### config.mk
export PLATFORM = sky130hd
export DESIGN_NAME = eth_txbackoff_sched
export DESIGN_NICKNAME = d
export VERILOG_FILES = /design/src/rtl/eth_txbackoff_sched_pkg.sv /design/src/rtl/eth_txbackoff_sched_lfsr.sv /design/src/rtl/eth_txbackoff_sched.sv
export SDC_FILE = /design/constraint.sdc
export NUM_CORES = 1
export LEC_CHECK = 0
export CAP_MARGIN = 20
export CORE_ASPECT_RATIO = 1.25
export CORE_UTILIZATION = 40
export CTS_BUF_LIST = sky130_fd_sc_hd__clkbuf_16
export DETAILED_ROUTE_END_ITERATION = 8
export DONT_BUFFER_PORTS = 1
export SLEW_MARGIN = 10
export SYNTH_ARGS = -nofsm -noshare
export SYNTH_HDL_FRONTEND = slang
export SYNTH_SLANG_ARGS = --single-unit
### constraint.sdc
create_clock -name MTxClk -period 3.8 [get_ports MTxClk]
set_input_delay 1.14 -clock MTxClk [delete_from_list [all_inputs] [get_ports MTxClk]]
set_output_delay 1.14 -clock MTxClk [all_outputs]
set_load 0.05 [all_outputs]
### src/rtl/eth_txbackoff_sched_pkg.sv
// Shared constants, state encoding and helpers for the Ethernet transmit
// backoff scheduler. Optional feature macro: ETH_BACKOFF_LFSR_EN.
package eth_txbackoff_sched_pkg;

    // Scheduler states
    typedef enum logic [1:0] {
        ST_IDLE = 2'd0,
        ST_LOAD = 2'd1,
        ST_WAIT = 2'd2
    } bkState_t;

    // One backoff slot is 128 nibble times on the MII transmit clock
    localparam int SLOT_NIBBLES  = 128;
    localparam int SLOT_SHIFT    = $clog2(SLOT_NIBBLES);

    // Backoff exponent saturates at 10 (truncated binary exponential backoff)
    localparam int BACKOFF_LIMIT = 10;

    // Random source width, wait counter width (1023 * 128 = 130944 < 2**17)
    localparam int RND_W  = 10;
    localparam int WAIT_W = 17;
    localparam int CNT_W  = 4;

    // Fixed worst-case random value used when no LFSR is built in
    localparam logic [RND_W-1:0] RND_FIXED = 10'h3FF;

    // LFSR seed after reset
    localparam logic [RND_W-1:0] LFSR_SEED = 10'h001;

    // Mask of the low min(retries, BACKOFF_LIMIT) bits of the random value
    function automatic logic [RND_W-1:0] slotMask(input logic [CNT_W-1:0] retries);
        logic [CNT_W-1:0] k;
        logic [RND_W:0]   m;
        k = (retries > CNT_W'(BACKOFF_LIMIT)) ? CNT_W'(BACKOFF_LIMIT) : retries;
        m = ((RND_W+1)'(1) << k) - (RND_W+1)'(1);
        return m[RND_W-1:0];
    endfunction

endpackage

### src/rtl/eth_txbackoff_sched_lfsr.sv
// Free-running 10-bit LFSR (x^10 + x^7 + 1) used as the backoff random source.
// Only compiled when ETH_BACKOFF_LFSR_EN is defined.
`ifdef ETH_BACKOFF_LFSR_EN
module eth_backoff_lfsr
    import eth_txbackoff_sched_pkg::*;
(
    input  logic             i_clk,
    input  logic             i_rst,
    output logic [RND_W-1:0] o_rnd
);

    logic [RND_W-1:0] r_lfsr;
    logic             w_feedback;

    assign w_feedback = r_lfsr[9] ^ r_lfsr[6];

    // Shift every clock; the seed is non-zero so the sequence never locks up
    always_ff @(posedge i_clk or posedge i_rst) begin
        if (i_rst) begin
            r_lfsr <= LFSR_SEED;
        end else begin
            r_lfsr <= {r_lfsr[RND_W-2:0], w_feedback};
        end
    end

    assign o_rnd = r_lfsr;

endmodule
`endif

### src/rtl/eth_txbackoff_sched.sv
// Ethernet transmit backoff scheduler: counts collisions for the current
// frame, picks a random slot count after each collision and times the wait
// before the frame may be retried, or reports that the retry limit was hit.
// Optional feature macro: ETH_BACKOFF_LFSR_EN (random slots from an LFSR;
// otherwise every backoff uses the worst-case all-ones random value).
module eth_txbackoff_sched
    import eth_txbackoff_sched_pkg::*;
#(
    // Accepted for drop-in compatibility with the rest of the MAC; it has no
    // effect on the synthesized behaviour.
    parameter int Tp = 1
)
(
    input  logic             MTxClk,
    input  logic             Reset,
    input  logic             StartBackoff,
    input  logic             TxDone,
    input  logic             TxAbort,
    input  logic             NoBckof,
    input  logic [CNT_W-1:0] MaxRet,
    output logic             BackoffActive,
    output logic             BackoffDone,
    output logic             RetryLimit,
    output logic [CNT_W-1:0] RetryCnt,
    output logic [RND_W-1:0] RandomSlots
);

    bkState_t          r_state;
    bkState_t          w_stateNext;
    logic [CNT_W-1:0]  r_retryCnt;
    logic              r_retryLimit;
    logic [WAIT_W-1:0] r_waitCnt;
    logic [RND_W-1:0]  r_randomSlots;

    logic [RND_W-1:0]  w_rnd;
    logic [RND_W-1:0]  w_slots;
    logic [WAIT_W-1:0] w_waitLoad;
    logic [CNT_W:0]    w_retryNext;
    logic              w_limitHit;
    logic              w_startRetry;
    logic              w_hitLimit;
    logic              w_load;
    logic              w_done;

`ifdef ETH_BACKOFF_LFSR_EN
    eth_backoff_lfsr u_lfsr (
        .i_clk (MTxClk),
        .i_rst (Reset),
        .o_rnd (w_rnd)
    );
`else
    assign w_rnd = RND_FIXED;
`endif

    // Slot count uses the already-incremented retry count, so the first
    // collision draws from {0,1}, the second from {0..3}, and so on
    assign w_slots    = w_rnd & slotMask(r_retryCnt);
    assign w_waitLoad = NoBckof ? '0 : (WAIT_W'(w_slots) << SLOT_SHIFT);

    // One extra bit so RetryCnt+1 compares correctly against MaxRet=15
    assign w_retryNext = {1'b0, r_retryCnt} + (CNT_W+1)'(1);
    assign w_limitHit  = (w_retryNext >= {1'b0, MaxRet});

    // State register
    always_ff @(posedge MTxClk or posedge Reset) begin
        if (Reset) begin
            r_state <= ST_IDLE;
        end else begin
            r_state <= w_stateNext;
        end
    end

    // Next-state decode; abort beats completion of the wait in the same cycle
    always_comb begin
        w_stateNext  = r_state;
        w_startRetry = 1'b0;
        w_hitLimit   = 1'b0;
        w_load       = 1'b0;
        w_done       = 1'b0;
        case (r_state)
            ST_IDLE: begin
                if (StartBackoff) begin
                    if (w_limitHit) begin
                        w_hitLimit = 1'b1;
                    end else begin
                        w_startRetry = 1'b1;
                        w_stateNext  = ST_LOAD;
                    end
                end
            end
            ST_LOAD: begin
                if (TxAbort) begin
                    w_stateNext = ST_IDLE;
                end else begin
                    w_load      = 1'b1;
                    w_stateNext = ST_WAIT;
                end
            end
            ST_WAIT: begin
                if (TxAbort) begin
                    w_stateNext = ST_IDLE;
                end else if (r_waitCnt == '0) begin
                    w_done      = 1'b1;
                    w_stateNext = ST_IDLE;
                end
            end
            default: begin
                w_stateNext = ST_IDLE;
            end
        endcase
    end

    // Collision counter and retry-limit pulse; a new collision outranks a
    // frame completion arriving in the same cycle
    always_ff @(posedge MTxClk or posedge Reset) begin
        if (Reset) begin
            r_retryCnt   <= '0;
            r_retryLimit <= 1'b0;
        end else begin
            r_retryLimit <= w_hitLimit;
            if (w_startRetry) begin
                r_retryCnt <= r_retryCnt + CNT_W'(1);
            end else if (w_hitLimit || TxDone || TxAbort) begin
                r_retryCnt <= '0;
            end
        end
    end

    // Wait timer and latched slot count; an abort parks the timer at zero
    always_ff @(posedge MTxClk or posedge Reset) begin
        if (Reset) begin
            r_waitCnt     <= '0;
            r_randomSlots <= '0;
        end else begin
            if (w_load) begin
                r_waitCnt     <= w_waitLoad;
                r_randomSlots <= w_slots;
            end else if (r_state == ST_WAIT) begin
                if (TxAbort) begin
                    r_waitCnt <= '0;
                end else if (r_waitCnt != '0) begin
                    r_waitCnt <= r_waitCnt - WAIT_W'(1);
                end
            end
        end
    end

    assign BackoffActive = (r_state == ST_LOAD) || (r_state == ST_WAIT);
    assign BackoffDone   = w_done;
    assign RetryLimit    = r_retryLimit;
    assign RetryCnt      = r_retryCnt;
    assign RandomSlots   = r_randomSlots;

endmodule
### After elaboration in Yosys (flattened, before gate mapping)

Index checks and enable logic that the tools add are counted.
W data, S select, Z words.

| operators by class | value |
|---|---|
| $add $sub $neg | 4 |
| $lt $le $gt $ge | 2 |
| equality and inequality tests | 5 |
| shift-type cells | 1 |
| mux-type cells | 25 |
| reduce and logical (&&, ||, !) cells | 11 |

Operators by type and width:

| kind | count |
|---|---|
| $mux W17 | 5 |
| $logic_not A17 Y1 | 1 |
| $reduce_bool A17 Y1 | 1 |
| $sub A17 B1 Y17 const B | 1 |
| $mux W4 | 3 |
| $mux W1 | 11 |
| $mux W2 | 5 |
| $shl A1 B4 Y10 const A | 1 |
| $sub A10 B2 Y10 const B | 1 |
| $pmux W2 S3 | 1 |
| $add A4 B1 Y5 const B | 1 |
| $ge A5 B4 Y1 | 1 |
| $add A4 B1 Y4 const B | 1 |
| $gt A4 B4 Y1 const B | 1 |
| $ne A2 B2 Y1 const B | 2 |
| $reduce_bool A2 Y1 | 2 |
| $logic_or A1 B1 Y1 | 3 |
| $ne A3 B3 Y1 const B | 1 |
| $reduce_and A3 Y1 | 1 |
| $reduce_bool A3 Y1 | 1 |
| $eq A2 B1 Y1 const B | 1 |
| $eq A2 B2 Y1 const B | 1 |
| $logic_not A2 Y1 | 1 |
| $reduce_and A2 Y1 | 1 |

| storage, ports and cells | value |
|---|---|
| register bits after elaboration | 34 |
| bits of input ports | 10 |
| output and inout port bits | 17 |
| logic and storage cells | 53 |

### Logic depth before layout (Yosys ltp)

| logic depth | value |
|---|---|
| word-level depth | 9 |
| mapped depth | 9 |

### Least setup slack after synthesis

Ideal clock, no wire load.

| timing path | value |
|---|---|
| path type | reg-to-output |
| from | register r_waitCnt[0] |
| to | output BackoffDone |
| data arrival time | 2.761 ns |
| data required time | 2.660 ns |
| slack | -0.101 ns |
| stages on the path, launching flop included | 8 |
| path buffers | 1 |
| cell sequence | dfrtp_1 -> inv_1 -> ha_1 -> or4b_4 -> or4_1 -> buf_2 -> or2_2 -> nor2_1 |

| on the way | value |
|---|---|
| cells in the longest elaborated chain, start to end | 4 |

Ends and longest elaborated chain:

| item | RTL line | text |
|---|---|---|
| from (decl) | eth_txbackoff_sched.sv:32 | `logic [WAIT_W-1:0] r_waitCnt;` |
| from (signal assigned) | eth_txbackoff_sched.sv:136 | `r_waitCnt <= w_waitLoad;` |
| from (signal assigned) | eth_txbackoff_sched.sv:142 | `r_waitCnt <= r_waitCnt - WAIT_W'(1);` |
| $logic_not A17 Y1 | eth_txbackoff_sched.sv:102 | `end else if (r_waitCnt == '0) begin` |
| $mux W1 | eth_txbackoff_sched.sv:102 |  |
| $mux W1 | eth_txbackoff_sched.sv:100 | `if (TxAbort) begin` |
| $mux W1 | eth_txbackoff_sched.sv:80 | `case (r_state)` |
| to (decl) | eth_txbackoff_sched.sv:22 | `output logic BackoffDone,` |

No other way between the ends.

### Final worst setup path

| timing path | value |
|---|---|
| from | register r_waitCnt[1] |
| to | output BackoffDone |

Same word-level chain as after synthesis.

==> results.md <==
* Startpoint types: flop
* Count of input and output buffers at 0
* Area overhead of the layout relative to synthesis at 11.8%
* Non-Filler Cell Area, Final at about 0.0023 mm²
* Area share of the leading cell type in the synthesized netlist at 0.411
* Via count of the routed design at approximately 1800
* Fin Setup TNS at 0 ns
* Adder-cell share of the synthesized area at 0.0665
* Peak fanout along the critical path at 5
* Synth Instances at 235
* Tot Pwr at 2180 µW
* Floorplan Core Area at 0.00483 mm²
* Routed len/inst at 16.5 µm
* Ratio of total power to cell area at 943 mW/mm²
* Total DRC errors in the routed layout at 0
* Minimum period implied by the final worst setup slack at 3.72 ns
* TritonCTS clock tree: done
* Dominant cell type by area after synthesis: dfrtp_1
* Syn avg cell area at 8.80 µm²
* Register Area at 851 µm²
* Number of failing setup endpoints in the final timing report at 0
* Global-route usage over all layers at 0.207
* Number of core rows at 28
* Switching component of the power at 1040 µW
* Flip-flop and latch count after synthesis at 34
* Multiplexer fraction of the synthesized cell area at 0.00484
* Async S/R FF share, synth at 1.00
* Last weighted congestion value of the routability-driven placer at 0.802
* Net switching share of the total power at 0.477
* Clock root buffer master: clkbuf_16
* Number of clock sinks at 34
* Worst slew pin tran at 0.801 ns
* Initial DRC Count at a little under 80
* Achievable frequency at 269 MHz
* RSZ-0062 raised after global routing: false
* Leakage power of the design at 0.00104 µW
* Yosys cell types at 45
* Critical path start-end classification: reg2out
* Fin. max-slew vios at 0
* Total of fill cells in the finished design at 482
* Worst Hold Margin at 0.497 ns
* Worst supply voltage drop on vdd at 0.628 mV
* Hold violation count in the final report at 0
* Die span in x at 66.3 µm
* Initial antenna violation count at 0
* Post-synthesis simple-gate area fraction at 0.212
* Internal reg-to-reg setup slack at 1.04 ns
* Required time at the endpoint of the critical path at 2.66 ns
* Setup Skew at 0.00506 ns
* H-tree levels at 2
* Run status: complete, no violations
* Footprint of the multi-input gates at 0.00112 mm²
* Hold Path Class: reg2reg
* Max-cap violations at 0
* Fraction of the cycle the final worst path needs at 0.978
* Bufs on Longest Clock Path at 2
* Proportion of layout cells with a drive suffix above 1 at 0.114
* Final routed wirelength across all metal layers at between 4000 and 5000 µm
* Combinational family with the most area after synthesis: compound AO/OA/AOI/OAI gates
* Share of total power in sequential cells at 0.306
* Leading register cell type out of synthesis: dfrtp_1
* Clock buffer count from CTS at 5
* CP endpoint kind: output pin
* Vias in the first global route at between 1500 and 2000
* Comb power frac at 0.518
* Initial standard-cell utilization of the core at 0.428
* Largest net degree at the start of global routing at 35
* Later-pin clock latency in the skew report at 0.28 ns
* Post-synthesis share of cell area spent on xor and xnor gates at 0.0127
* Post-synth EDFFs at 0
* Half-perimeter wire length after placement at 3540 µm
* Final net count at 257
* Die outline area at 0.00546 mm²
* Max-slew headroom at the worst pin at 0.466
* Chip Height at 82.4 µm
* Number of top-level pins at 27
* Arrival time at the worst endpoint at about 2.6 ns
* Count of TritonRoute iterations in the first routing pass at 4
* Final ANT Viol Nets at 0
* Clock-pin slew of the registers on the worst-case setup and hold paths at approximately 0.050 ns
* Internal at roughly 1100 µW
* Total overflow reported by the global router at 0
* Relative contribution of the clock network to total power at 0.176
* Share of the synthesized area in compound gates (AO/OA/AOI/OAI) at 0.241
* Wire length of the first global-routing pass at around 8300 µm
* Placed instance area at 0.00215 mm²
* Nets in the synthesized netlist at 256
* Ratio of routed vias to standard cells at ~5.9
* Warnings from Yosys at 0
* Area of the mapped netlist at 0.00207 mm²
* Sequential share of the synthesized area at 0.411
* Leading cell types by total area after synthesis: dfrtp_1 (41%), ha_1 (6.7%), o21ai_0 (6.3%), nand2_1 (4.9%), a21oi_1 (3.1%)
* Antenna cell count at 0
-- final timing paths --
path	startpoint	cells past startpoint	to
worst max-delay path	r_waitCnt[1]	7	BackoffDone
worst min-delay path	r_waitCnt[6]	1	r_waitCnt[6]
worst max register to register	RetryCnt[1]	8	r_waitCnt[13]
worst min register to register	r_waitCnt[6]	1	r_waitCnt[6]
max in group asynchronous	Reset	2	r_waitCnt[6]
min in group asynchronous	Reset	2	r_waitCnt[7]
-- layout make-up --
class                      instances  share of cell area
multi-input combinational        173               0.486
sequential                        34               0.368
clock buffer                       5              0.0541
tap                               60              0.0325
timing repair buffer               8              0.0314
inverter                          14              0.0227
clock inverter                     3             0.00541
-- cell usage after synthesis, drive strengths merged (2+ instances only) --
cell	n
a21o	2
a21oi	13
a31oi	3
a32o	2
buf	2
clkbuf	12
dfrtp	34
ha	11
inv	14
nand2	27
nand2b	7
nand3	4
nor2	14
nor2b	2
nor3	6
nor4	7
o211ai	2
o21a	3
o21ai	26
o221ai	2
o22ai	3
o2bb2ai	2
o32a	4
o32ai	3
or2	7
or3	3
or4	4
xnor2	3
-- flip-flops by register name (all words and copies together), names as in the netlist --
register and flops:
r_state 2, RandomSlots 10, RetryLimit 1, RetryCnt 4, r_waitCnt 17
-- placed cells by master (no fill, tap or decap), types with 7 or more instances in the layout --
master | synthesis | layout
inv_1 | 14 | 15
nor2_1 | 14 | 13
o21ai_0 | 26 | 26
nand2_1 | 27 | 27
dfrtp_1 | 34 | 34
nand2b_1 | 7 | 7
buf_4 | 0 | 7
ha_1 | 11 | 10
nor4_1 | 7 | 7
a21oi_1 | 13 | 13
-- repair_timing --
| action | CTS | global route |
|---|---|---|
| pin swaps | 0 | 0 |
| resized for setup | 2 | 1 |
| setup buffers | 0 | 2 |
| setup endpoints to repair | 1 | 1 |
| hold buffers | 0 | 0 |
-- critical path: stages (launching register included) --
cell and delay (ns):
dfrtp_1 0.38, inv_1 0.08, ha_2 0.20, or4b_4 0.49, or4_1 0.57, or2_4 0.29, nor2_4 0.14, buf_12 0.15
-- cell families after synthesis --
kind of cell / Yosys count
buffers and inverters: 28
muxes: 1
and+or+nand+nor: 86
DFF: 34
adders and majority gates: 11
AOI/OAI and AO/OA: 72
xor gates and xnor gates: 3
-- per-layer routing --
metal	up-vias	GRT usage	wire length, µm
li1	849	-	-
met1	859	0.252	2110
met2	39	0.360	2500
met3	8	0.0288	165
met4	0	0.0936	116
met5	-	0	0
-- power groups by stage --
| stage | Clock [µW] | Combinational, µW | Sequential [µW] |
|---|---|---|---|
| finish | 383 | 1130 | 667 |
| global route | 403 | 1250 | 687 |
| CTS | 388 | 1110 | 669 |
| detailed placement | 0 | 1090 | 675 |
| global placement | 0 | 1090 | 670 |
| floorplan | 0 | 893 | 632 |
-- metrics by stage --
| step | cells | util | setup slack [ns] |
|---|---|---|---|
| after global routing | 297 | 0.478 | 0.00519 |
| after detailed placement | 287 | 0.445 | 0.276 |
| final | 297 | 0.478 | 0.0839 |
| after CTS | 295 | 0.475 | 0.0583 |
| after floorplan | 235 | - | 0.116 |
| after global placement | 287 | 0.445 | 0.316 |
(Power assumes the default switching activity.)
